## src/rtl/sensor_scan_adc.sv

```systemverilog
// Round-robin three-channel scanner for an MCP3008-style 10-bit SPI ADC.
// Commits each channel's code to its sensor register, flags rail-stuck codes and pulses sen_valid per scan.
module sensor_scan_adc #(
  parameter int CH_1     = 0,
  parameter int CH_2     = 1,
  parameter int CH_3     = 2,
  parameter int SCAN_GAP = 16
) (
  input  logic        clk_16ms,
  input  logic        rst,
  input  logic        enable,
  input  logic        adc_miso,
  output logic        adc_cs_n,
  output logic        adc_sclk,
  output logic        adc_mosi,
  output logic [15:0] sen_1,
  output logic [15:0] sen_2,
  output logic [15:0] sen_3,
  output logic [2:0]  sen_fault,
  output logic        sen_valid,
  output logic        busy
);

  typedef enum logic [2:0] {
    S_IDLE  = 3'd0,
    S_SETUP = 3'd1,
    S_SHIFT = 3'd2,
    S_END   = 3'd3,
    S_GAP   = 3'd4
  } state_t;

  localparam logic [2:0]  CH1_IDX = 3'(CH_1);
  localparam logic [2:0]  CH2_IDX = 3'(CH_2);
  localparam logic [2:0]  CH3_IDX = 3'(CH_3);
  localparam logic [15:0] GAP_LAST = 16'(SCAN_GAP - 1);

  state_t      state_r, state_s;
  logic [4:0]  k_r, k_s;
  logic [1:0]  ptr_r, ptr_s;
  logic        end_r, end_s;
  logic [15:0] gap_r, gap_s;
  logic [9:0]  shreg_r;
  logic [2:0]  ch_s;
  logic        cs_n_s, sclk_s, mosi_s, valid_s, busy_s;

  // A code pinned at either rail indicates an open or shorted sensor.
  function automatic logic rail_fault(input logic [9:0] code);
    return (code == 10'h000) || (code == 10'h3FF);
  endfunction

  // Next-state, counters and next values of the registered SPI/status outputs.
  always_comb begin
    state_s = state_r;
    k_s     = k_r;
    ptr_s   = ptr_r;
    end_s   = end_r;
    gap_s   = gap_r;
    case (state_r)
      S_IDLE: begin
        if (enable) begin
          state_s = S_SETUP;
          ptr_s   = 2'd1;
        end else begin
          state_s = S_IDLE;
        end
      end
      S_SETUP: begin
        state_s = S_SHIFT;
        k_s     = 5'd0;
      end
      S_SHIFT: begin
        if (k_r == 5'd31) begin
          state_s = S_END;
          end_s   = 1'b0;
        end else begin
          k_s = k_r + 5'd1;
        end
      end
      S_END: begin
        if (!end_r) begin
          end_s = 1'b1;
        end else if (ptr_r != 2'd3) begin
          ptr_s   = ptr_r + 2'd1;
          state_s = S_SETUP;
        end else begin
          state_s = S_GAP;
          gap_s   = 16'd0;
        end
      end
      S_GAP: begin
        if (gap_r == GAP_LAST) begin
          if (enable) begin
            state_s = S_SETUP;
            ptr_s   = 2'd1;
          end else begin
            state_s = S_IDLE;
          end
        end else begin
          gap_s = gap_r + 16'd1;
        end
      end
      default: begin
        state_s = S_IDLE;
      end
    endcase

    case (ptr_s)
      2'd1:    ch_s = CH1_IDX;
      2'd2:    ch_s = CH2_IDX;
      2'd3:    ch_s = CH3_IDX;
      default: ch_s = CH1_IDX;
    endcase

    cs_n_s  = !((state_s == S_SETUP) || (state_s == S_SHIFT));
    sclk_s  = (state_s == S_SHIFT) && k_s[0];
    valid_s = (state_s == S_GAP) && (state_r == S_END);
    busy_s  = (state_s != S_IDLE);

    // Command bits per period: start, single-ended, D2, D1, D0, then zeros.
    if (state_s == S_SETUP) begin
      mosi_s = 1'b1;
    end else if (state_s == S_SHIFT) begin
      case (k_s[4:1])
        4'd0:    mosi_s = 1'b1;
        4'd1:    mosi_s = 1'b1;
        4'd2:    mosi_s = ch_s[2];
        4'd3:    mosi_s = ch_s[1];
        4'd4:    mosi_s = ch_s[0];
        default: mosi_s = 1'b0;
      endcase
    end else begin
      mosi_s = 1'b0;
    end
  end

  // State, counters and registered outputs.
  always_ff @(posedge clk_16ms or negedge rst) begin
    if (!rst) begin
      state_r   <= S_IDLE;
      k_r       <= 5'd0;
      ptr_r     <= 2'd1;
      end_r     <= 1'b0;
      gap_r     <= 16'd0;
      adc_cs_n  <= 1'b1;
      adc_sclk  <= 1'b0;
      adc_mosi  <= 1'b0;
      sen_valid <= 1'b0;
      busy      <= 1'b0;
    end else begin
      state_r   <= state_s;
      k_r       <= k_s;
      ptr_r     <= ptr_s;
      end_r     <= end_s;
      gap_r     <= gap_s;
      adc_cs_n  <= cs_n_s;
      adc_sclk  <= sclk_s;
      adc_mosi  <= mosi_s;
      sen_valid <= valid_s;
      busy      <= busy_s;
    end
  end

  // MISO capture on rising SCLK for periods 7..16, then commit on entry to END.
  always_ff @(posedge clk_16ms or negedge rst) begin
    if (!rst) begin
      shreg_r   <= 10'd0;
      sen_1     <= 16'd0;
      sen_2     <= 16'd0;
      sen_3     <= 16'd0;
      sen_fault <= 3'b000;
    end else if (state_r == S_SHIFT) begin
      if (!k_r[0] && (k_r >= 5'd12)) begin
        shreg_r <= {shreg_r[8:0], adc_miso};
      end
      if (k_r == 5'd31) begin
        case (ptr_r)
          2'd1: begin
            sen_1        <= {6'b000000, shreg_r};
            sen_fault[0] <= rail_fault(shreg_r);
          end
          2'd2: begin
            sen_2        <= {6'b000000, shreg_r};
            sen_fault[1] <= rail_fault(shreg_r);
          end
          2'd3: begin
            sen_3        <= {6'b000000, shreg_r};
            sen_fault[2] <= rail_fault(shreg_r);
          end
          default: begin
            sen_1 <= sen_1;
          end
        endcase
      end
    end
  end

endmodule

```

## config.mk

```make
export PLATFORM = sky130hd
export DESIGN_NAME = sensor_scan_adc
export DESIGN_NICKNAME = d
export VERILOG_FILES = /design/src/rtl/sensor_scan_adc.sv
export SDC_FILE = /design/constraint.sdc
export NUM_CORES = 1
export LEC_CHECK = 0
export CAP_MARGIN = 20
export CORE_ASPECT_RATIO = 1.5
export CORE_MARGIN = 3
export CORE_UTILIZATION = 55
export DETAILED_ROUTE_END_ITERATION = 7
export PLACE_DENSITY_LB_ADDON = 0.12
export SYNTH_ARGS = -nofsm -noshare
export SYNTH_HDL_FRONTEND = slang
export SYNTH_SLANG_ARGS = --single-unit
```

## constraint.sdc

```tcl
create_clock -name clk_16ms -period 4.6 [get_ports clk_16ms]
set_clock_uncertainty 0.1 [all_clocks]
set_input_delay 0.46 -clock clk_16ms [delete_from_list [all_inputs] [get_ports clk_16ms]]
set_output_delay 0.46 -clock clk_16ms [all_outputs]
set_load 0.05 [all_outputs]
```

==> results of run 1 <==
power groups by stage:
stage               Sequential (uW)  Clock [uW]  Combinational [uW]
floorplan                       883           0                 442
global placement                883           0                 540
detailed placement              887           0                 545
CTS                             874         560                 550
global route                    894         588                 599
finish                          874         548                 543
sequential cells by signal (all words and copies together), names as in the netlist, 2 cells and up:
| register | flops |
|---|---|
| sen_1 | 10 |
| sen_fault | 3 |
| gap_r | 16 |
| k_r | 5 |
| sen_2 | 10 |
| ptr_r | 2 |
| state_r | 3 |
| sen_3 | 10 |
| shreg_r | 10 |
kinds of logic (layout without fill, tap and decap cells):
group,after synthesis,count (layout)
adder cells (fa/ha/maj),3,3
buffers and inverters,38,64
AND/OR/NAND/NOR,99,99
AO/OA/AOI/OAI,29,29
multiplexers,44,44
flip-flops,75,75
other,1,18
XOR/XNOR,14,14
placed cells by master (no fill, tap or decap), types with 2 or more instances in the layout:
cell | synthesis | routed
nor2b_1 | 3 | 3
a311oi_1 | 2 | 2
a21oi_1 | 8 | 8
xor2_1 | 12 | 12
nand3b_1 | 2 | 2
dfrtp_1 | 73 | 73
nor3_1 | 4 | 4
nor4_1 | 6 | 6
nand2b_1 | 3 | 3
clkdlybuf4s50_1 | 0 | 40
nand4_1 | 10 | 10
ha_1 | 3 | 3
clkinv_4 | 0 | 2
conb_1 | 1 | 18
a31o_2 | 2 | 2
nand3_1 | 9 | 9
inv_1 | 6 | 6
clkbuf_8 | 0 | 9
o21ai_0 | 5 | 5
nand2_1 | 17 | 17
bufinv_16 | 0 | 2
and4_1 | 2 | 2
and3_1 | 8 | 8
nor2_1 | 27 | 27
xnor2_1 | 2 | 2
mux2_2 | 43 | 43
dfstp_2 | 2 | 2
o22ai_1 | 3 | 3
o211ai_1 | 2 | 2
metrics by stage:
step / total power (uW) / util / std cells
floorplan: 1330 / - / 320
global placement: 1420 / 0.624 / 404
detailed placement: 1430 / 0.624 / 404
CTS: 1980 / 0.660 / 420
global route: 2080 / 0.660 / 420
finish: 1970 / 0.660 / 420
worst max-delay path, delay by kind of cell (launching register included):
family | cells | cell delay, ns
AND/OR/NAND/NOR | 3 | 1.21
multiplexers | 1 | 0.46
flip-flops | 1 | 0.54
metal layers:
metal	vias to the layer above	GRT usage
li1	1099	-
met1	1125	0.221
met2	50	0.295
met3	13	0.0359
met4	0	0.0833
met5	-	0
layout make-up:
| class | instances | share of cell area |
|---|---|---|
| tap | 74 | 0.0227 |
| sequential | 75 | 0.461 |
| inverter | 6 | 0.00553 |
| clock buffer | 10 | 0.0313 |
| multi-input combinational | 207 | 0.355 |
| timing repair buffer | 42 | 0.101 |
| clock inverter | 6 | 0.0221 |
cell usage after synthesis (2+ instances only):
library cell and count:
buf_2 5, o22ai_1 3, buf_6 2, inv_1 6, and4_1 2, o211ai_1 2
clkbuf_2 2, a311oi_1 2, nand3b_1 2, a21oi_1 8, nand2b_1 3, nor2b_1 3
a31o_2 2, nand2_1 17, ha_1 3, xnor2_1 2, buf_4 19, dfstp_2 2
nand4_1 10, nor3_1 4, xor2_1 12, o21ai_0 5, dfrtp_1 73, nor2_1 27
clkbuf_1 4, mux2_2 43, and3_1 8, nor4_1 6, nand3_1 9
final timing paths:
| check | from | end | slack (ns) |
|---|---|---|---|
| setup / recovery | state_r[2]$_DFF_PN0_ | sen_1[5]$_DFFE_PN0P_ | 2.17 |
| hold / removal | rst | sen_1[0]$_DFFE_PN0P_ | 0.15 |
| setup reg to reg | state_r[2]$_DFF_PN0_ | sen_1[5]$_DFFE_PN0P_ | 2.17 |
| hold reg to reg | sen_1[3]$_DFFE_PN0P_ | sen_1[3]$_DFFE_PN0P_ | 0.40 |
| max in group asynchronous | rst | ptr_r[0]$_DFF_PN1_ | 3.26 |
| min in group clk_16ms | sen_1[3]$_DFFE_PN0P_ | sen_1[3]$_DFFE_PN0P_ | 0.40 |
==> Implementation_results.wiki, run 1 <==
{| class="wikitable"
! Metric !! Value
|-
| Run status || finished, final reports clean
|-
| Primary FF master, synth || dfrtp_1
|-
| Number of optimization iterations in the first detailed-route pass || 4
|-
| Std-Cell Core Area || 6170 sq um
|-
| Antenna violations before repair || 0
|-
| Worst-case vdd ir drop || 0.486 mV
|-
| XOR/XNOR Fraction of Synth Area || 0.0350
|-
| Worst-path clk slew || 0.08 ns
|-
| Number of distinct standard cells referenced by the synthesized netlist || 46
|-
| Clock Latency Late Sink || 0.35 ns
|-
| Syn Area/Cell || 11.6 sq um
|-
| Path depth of the worst reg2reg path || 4
|-
| Starting density of the core || 0.567
|-
| Post-cts gate resize count || 0
|-
| Count of H-tree levels built during CTS || 3
|-
| Initial detailed-routing violation count || 156
|-
| Met2 routed WL || 3.26 mm
|-
| Flops & latches, synth || 75
|-
| Count of buffers inserted at the top-level ports || 41
|-
| Vias in the first global route || 2198
|-
| Crit path capture type || flip-flop
|-
| Combined global-route utilization of all metal layers || 0.179
|-
| YS warnings || 0
|-
| Proportion of synthesized chip area in sequential cells || 0.537
|-
| Clock tree buffer depth || 2
|-
| Number of rows in the core area || 35
|-
| Global placement routability congestion || 0.855
|-
| Peak clock frequency supported by timing || 0.411 GHz
|-
| Number of inserted diodes || 0
|-
| Slowest library cell on the worst path || dfrtp_1
|-
| Routed Antenna Nets || 0
|-
| Master cell of the clock root buffer || clkbuf_8
|-
| Arithmetic-cell share of the synthesized area counting full adders, half adders and majority gates || 0.0107
|-
| Max Fanout on Critical Path || 15
|-
| Fraction of layout instances using a drive strength above 1 || 0.202
|-
| Die Area || 7380 sq um
|-
| Via count || 2287
|-
| Detailed-route wire length on metal 1 || 2.63 mm
|-
| Area of the mapped netlist || 3500 sq um
|-
| Setup bufs post-CTS || 0
|-
| Uppermost routed layer || met4
|-
| Cell-by-cell listing of the critical path || nand2b_1, nor3_2, nand3b_1, mux2_2
|-
| Actual transition at the worst max-transition pin || 0.927 ns
|-
| Number of nets at the end of the flow || 348
|-
| First-pass GRT wire length || 10.4 mm
|-
| Complex-gate fraction of the synthesized area || 0.0540
|-
| Vertical extent of the die || 104 um
|-
| Fill cells || 499
|-
| Largest stage delay on the critical path || 0.54 ns
|-
| Critical path launch point type || flip-flop
|-
| Power Dens Cells || 483 nW/um^2
|-
| Final critical-path setup slack || 2.17 ns
|-
| Unrepaired setup endpoints after global routing || no
|-
| Final worst hold slack || 0.145 ns
|-
| Post-detailed-route via-to-cell ratio || 5.45
|-
| Register Area || 1880 sq um
|-
| Die extent in x || 71.1 um
|-
| Post-layout instance area || 4070 sq um
|-
| Layout area overhead || 16.3%
|-
| Setup Viol. Count Final || 0
|-
| Max_slew headroom || 0.382
|-
| Routed len/inst || 14.8 um
|-
| Total I/O pin count || 60
|-
| Max-cap violation count || 0
|-
| Final Critical Period || 2.43 ns
|-
| Internal power component || 1260 uW
|-
| Maximum number of pins on one net before global-route repair || 44
|-
| Fraction of post-synthesis cell area in the top cell type by area || 0.522
|-
| Clk sink count || 75
|-
| Cell area after placement || 3850 sq um
|-
| Async SR Flop Fraction || 1.00
|-
| Setup total negative slack || 0 ns
|-
| TritonCTS clock tree || yes
|-
| Routed wl met3 || 174 um
|-
| Worst Setup Slack post-DPL || 2.15 ns
|-
| Flop pwr share || 0.445
|-
| Clk pwr share || 0.279
|-
| Final wirelength || 6.21 mm
|-
| Main area contributors after synthesis || dfrtp_1 52%, mux2_2 14%, buf_4 4.1%
|-
| Largest family of logic cells by synthesized area || simple AND/OR/NAND/NOR gates
|-
| Data arrival time at the worst-slack endpoint || 2.56 ns
|-
| Post-DP HPWL || 4.36 mm
|-
| Type of the most critical hold path || in2async
|-
| Number of buffers inserted by hold repair at cts || 0
|-
| Comb power frac || 0.276
|-
| Post-Synthesis Cells || 303
|-
| Clock buffer count from CTS || 9
|-
| Leak pwr || 0.00194 uW
|-
| Endpoints failing hold || 0
|-
| Final clock period utilization by the worst path || 0.529
|-
| Cell taking the most area after synthesis || dfrtp_1
|-
| Post-synth EDFFs || 0
|-
| Area of the multi-input gates || 1450 sq um
|-
| Share of synthesized cell area in and, or, nand and nor gates || 0.153
|-
| Post-synthesis mux area share || 0.141
|-
| Path type of the worst setup path || reg2reg
|-
| Gr ovfl total || 0
|-
| Number of slew-limit violations in the final report || 0
|-
| Worst EP required || 4.73 ns
|-
| Net Sw Frac || 0.357
|-
| Net Switching || 702 uW
|-
| DRC errors left || 0
|}
No activity file was read; power rests on OpenSTA's default activity.
==> run 2, diff against run 1 <==
Settings changed: CORE_UTILIZATION 55 to 53.
Clock period 4.6 ns to 2.4 ns, I/O delays scaled along.
==> Implementation_results.wiki, run 2 (same netlist as run 1, synthesis figures left out) <==
{| class="wikitable"
! Metric !! Value
|-
| Run status || finished, final reports clean
|-
| Vertical extent of the die || 106 um
|-
| Setup Viol. Count Final || 0
|-
| Leading cell type in the layout, fill and taps excluded || dfrtp_1
|-
| Actual transition at the worst max-transition pin || 0.505 ns
|-
| Master cell of the clock root buffer || clkbuf_8
|-
| Maximum number of pins on one net before global-route repair || 76
|-
| Peak clock frequency supported by timing || 0.464 GHz
|-
| Number of slew-limit violations in the final report || 0
|-
| Final Critical Period || 2.15 ns
|-
| Number of buffers inserted by hold repair at cts || 1
|-
| Cell-by-cell listing of the critical path || ha_1, and4_1, nor3_1, a311oi_1, nor2b_1, mux2i_1, o211ai_1
|-
| Global placement routability congestion || 0.827
|-
| Clock Latency Late Sink || 0.34 ns
|-
| Clock buffer count from CTS || 9
|-
| Critical path launch point type || flip-flop
|-
| Number of inserted diodes || 0
|-
| Die Area || 7640 sq um
|-
| Number of optimization iterations in the first detailed-route pass || 5
|-
| R2R Path End || adc_mosi$_DFF_PN0_
|-
| Max_slew headroom || 0.662
|-
| TritonCTS clock tree || yes
|-
| Slowest library cell on the worst path || dfrtp_1
|-
| Total I/O pin count || 60
|-
| Starting density of the core || 0.559
|-
| Max-cap violation count || 0
|-
| Unrepaired setup endpoints after global routing || no
|-
| Total power of the final layout || 3920 uW
|-
| Largest stage delay on the critical path || 0.49 ns
|-
| Final worst hold slack || 0.349 ns
|-
| Std-Cell Core Area || 6260 sq um
|-
| Number of nets at the end of the flow || 356
|-
| Routed Antenna Nets || 0
|-
| Gr ovfl total || 0
|-
| Max reg flops || 16
|-
| Count of H-tree levels built during CTS || 3
|-
| Antenna violations before repair || 0
|-
| Final wirelength || 6.31 mm
|-
| DRC errors left || 0
|-
| Post-DP HPWL || 4.28 mm
|-
| Worst-path clk slew || 0.08 ns
|-
| Post-layout instance area || 4170 sq um
|-
| Total buffers and inverters traversed by the critical path || 0
|-
| End of the critical path || adc_mosi$_DFF_PN0_
|-
| Endpoints failing hold || 0
|-
| Initial detailed-routing violation count || 133
|-
| Fraction of layout instances using a drive strength above 1 || 0.218
|-
| Register with the most flip-flops || gap_r
|-
| Power Dens Cells || 941 nW/um^2
|-
| Most frequent cells in the layout || 73 x dfrtp_1, 43 x mux2_2, 40 x clkdlybuf4s50_1, 27 x nor2_1, 18 x conb_1
|-
| Setup total negative slack || 0 ns
|-
| Source of the worst register-to-register timing path || k_r[0]$_DFF_PN0_
|-
| Die extent in x || 72.4 um
|-
| Worst-case vdd ir drop || 1.08 mV
|-
| Worst reg2reg setup slack || 0.25 ns
|-
| Setup bufs post-CTS || 0
|-
| Type of the most critical hold path || in2async
|-
| Data arrival time at the worst-slack endpoint || 2.28 ns
|-
| Critical path startpoint || k_r[0]$_DFF_PN0_
|-
| Clk sink count || 75
|-
| Routed len/inst || 14.7 um
|-
| Via count || 2341
|-
| Cell depth of the worst setup path || 7
|-
| Crit path capture type || flip-flop
|-
| Vias in the first global route || 2368
|-
| Post-cts gate resize count || 0
|-
| Number of rows in the core area || 35
|-
| Layout area overhead || 19.1%
|-
| Final clock period utilization by the worst path || 0.898
|-
| Post-detailed-route via-to-cell ratio || 5.47
|-
| Path type of the worst setup path || reg2reg
|-
| Clock tree buffer depth || 2
|-
| Cell type group with the largest total delay on the critical path || compound AO/OA/AOI/OAI gates
|-
| First-pass GRT wire length || 10.6 mm
|-
| Cell area after placement || 3920 sq um
|-
| Max Fanout on Critical Path || 7
|-
| Worst EP required || 2.52 ns
|-
| Combined global-route utilization of all metal layers || 0.177
|-
| Path depth of the worst reg2reg path || 7
|-
| Count of buffers inserted at the top-level ports || 41
|-
| Leak pwr || 0.00200 uW
|}
## run 2: cell count changes in the layout (fill, tap and decap cells not counted)
cell	delta
buf_12	+1
buf_4	+6
bufinv_16	+1
clkinv_4	-1
clkinvlp_4	-1
dlygate4sd3_1	+1
inv_6	+1
## run 2: layer usage
metal  vias to the layer above  part of all wire  routed length [um]  track usage
met2                        66              0.52                3280        0.304
met5                         -                 0                   0            0
met3                         8             0.050                 318       0.0468
li1                       1119                 -                   -            -
met4                         0             0.013                  85       0.0726
met1                      1148              0.42                2620        0.205
## run 2: worst min path at each step
stage                     startpoint                   end  cells after the start
after floorplan                  rst    adc_mosi$_DFF_PN0_                      0
after global placement           rst  sen_1[2]$_DFFE_PN0P_                      2
after detailed placement         rst  sen_1[1]$_DFFE_PN0P_                      2
after CTS                        rst  sen_1[1]$_DFFE_PN0P_                      3
after global routing             rst  sen_1[1]$_DFFE_PN0P_                      3
final                            rst  sen_1[1]$_DFFE_PN0P_                      3
## run 2: final cells by class
type | count | area (sq um)
clock buffer | 10 | 128
tap | 74 | 92.6
timing repair buffer | 50 | 488
multi-input combinational | 207 | 1450
sequential | 75 | 1880
clock inverter | 6 | 113
fill | 501 | 2090
inverter | 6 | 22.5
## run 2: metrics by stage
stage | utilization | setup WS [ns] | instances
3_5_place_dp | 0.626 | 0.298 | 411
6_report | 0.666 | 0.245 | 428
5_1_grt | 0.666 | 0.0655 | 428
2_1_floorplan | - | 0.528 | 320
4_1_cts | 0.666 | 0.258 | 428
3_3_place_gp | 0.626 | 0.408 | 411
## run 2: worst reg2reg max path: stages (launching register included)
cell and delay [ns]:
dfrtp_1 0.49, ha_1 0.31, and4_1 0.26, nor3_1 0.07
a311oi_1 0.46, nor2b_1 0.09, mux2i_1 0.15, o211ai_1 0.11
## run 2: power breakdown
| group | internal, uW | leakage [uW] | switching, uW |
|---|---|---|---|
| registers | 1430 | 0.00101 | 205 |
| clock network | 695 | 0.000121 | 471 |
| logic | 435 | 0.000869 | 684 |
==> RTL change: new RTL, settings of run 1 <==
Encoding of `state_t`: now Gray code (3 bits for 5 states).
--- a/src/rtl/sensor_scan_adc.sv
+++ b/src/rtl/sensor_scan_adc.sv
@@ -22,11 +22,11 @@
 );
 
   typedef enum logic [2:0] {
-    S_IDLE  = 3'd0,
-    S_SETUP = 3'd1,
-    S_SHIFT = 3'd2,
-    S_END   = 3'd3,
-    S_GAP   = 3'd4
+    S_IDLE  = 3'b000,
+    S_SETUP = 3'b001,
+    S_SHIFT = 3'b011,
+    S_END   = 3'b010,
+    S_GAP   = 3'b110
   } state_t;
 
   localparam logic [2:0]  CH1_IDX = 3'(CH_1);
Formal check against the unedited RTL: no difference found for any inputs over 10 cycles, from zero or initial values and one cycle with rst low; not proved beyond that.
==> RTL change against run 1 <==
  * Final cell count up 3.3%
  * Routed wire length is 11% higher
  * Synthesized area is 2.2% higher
  * Setup slack lost 0.28 ns
  * Total power is 7.1% lower
  * Critical path depth grew 3
  * Sequential share of layout area fell by 0.89 points
  * First-iteration DRC count fell by 5.1%
  * Combinational power is 15% lower
  * Sequential cell count unchanged
  * Design area increased by 2.0%
  * Largest cell class unchanged
==> RTL change: results (changes against run 1) <==
STA
  – Final WS setup: 1.89 ns (was 2.17 ns)

Placed design
  – # placed instances: 417 (was 404)
  – Place WS: 1.83 ns (was 2.15 ns)
  – Post-DP HPWL: 4.67 mm (was 4.36 mm)

Route
  – DR WL met3: 277 um (was 174 um)
  – Vias per cell: 5.58 (was 5.45)

Outcome
  – Outcome: completed (unchanged)

Cells and area
  – Final std cells w/o fill: 434 (was 420)
  – Fraction of area in registers: 0.453 (was 0.461)
  – Clock buffers and inverters, area share: 0.0524 (was 0.0535)
  – Comb_multi_in: 214 (was 207)
  – Non-clock buffers: 43 (was 42)
  – Logic inverters: 12 (was 6)
  – # nets final: 362 (was 348)
  – Non-clk buf share: 0.102 (was 0.101)
  – Fillers: 506 (was 499)

Critical path
  – WP data arrival: 2.82 ns (was 2.56 ns)
  – Crit path capture: gap_r[15]$_DFFE_PN0P_ (was sen_1[5]$_DFFE_PN0P_)
  – Slowest CP cell: or4_1 (was dfrtp_1)
  – Cells on worst reg2reg path: 7 (was 4)
  – Crit path largest cell delay: 0.56 ns (was 0.54 ns)

Power
  – Cell Int Power: 1.18 mW (was 1.26 mW)
  – P_leak: 1.92 nW (was 1.94 nW)
  – Maximum vdd drop: 0.000450 V (was 0.000486 V)
  – Seq pwr: 0.812 mW (was 0.874 mW)

Logic synthesis
  – Syn_area_per_cell: 11.3 um2 (was 11.6 um2)
  – Sequential area share after synthesis: 0.525 (was 0.537)

Global route
  – Met3 Track Usage GR: 0.0481 (was 0.0359)
  – Total GRT Usage: 0.201 (was 0.179)
  – Largest net degree at the start of global routing: 45 (was 44)
  – First-pass GRT wire length: 11.9 mm (was 10.4 mm)
  – M1 GR Usage: 0.248 (was 0.221)
==> RTL change: cell count changes in the layout (fill, tap and decap cells not counted), moves of 3 or more <==
cell and change:
a21oi_1 +5, a31oi_1 +3, and3_1 -5, inv_1 +5
mux2_2 -3, nand3_1 -3, nor3_1 +3, or4_4 +3
xnor2_1 +4, xor2_1 -5
==> RTL change: metrics by stage <==
step	cell area, um2	util	hold WS, ns
2_1_floorplan	3640	-	0.0644
3_3_place_gp	3920	0.631	0.366
3_5_place_dp	3920	0.631	0.376
4_1_cts	4140	0.666	0.0821
5_1_grt	4150	0.668	0.0940
6_report	4150	0.668	0.0638
==> RTL change: cell families after synthesis <==
group,Yosys count,synth area share
compound gates,39,0.0679
fa+ha+maj,3,0.0105
xor+xnor,13,0.0318
buf+inv,45,0.0749
flops,75,0.525
other cells,1,0.00105
simple gates,99,0.157
mux,42,0.132
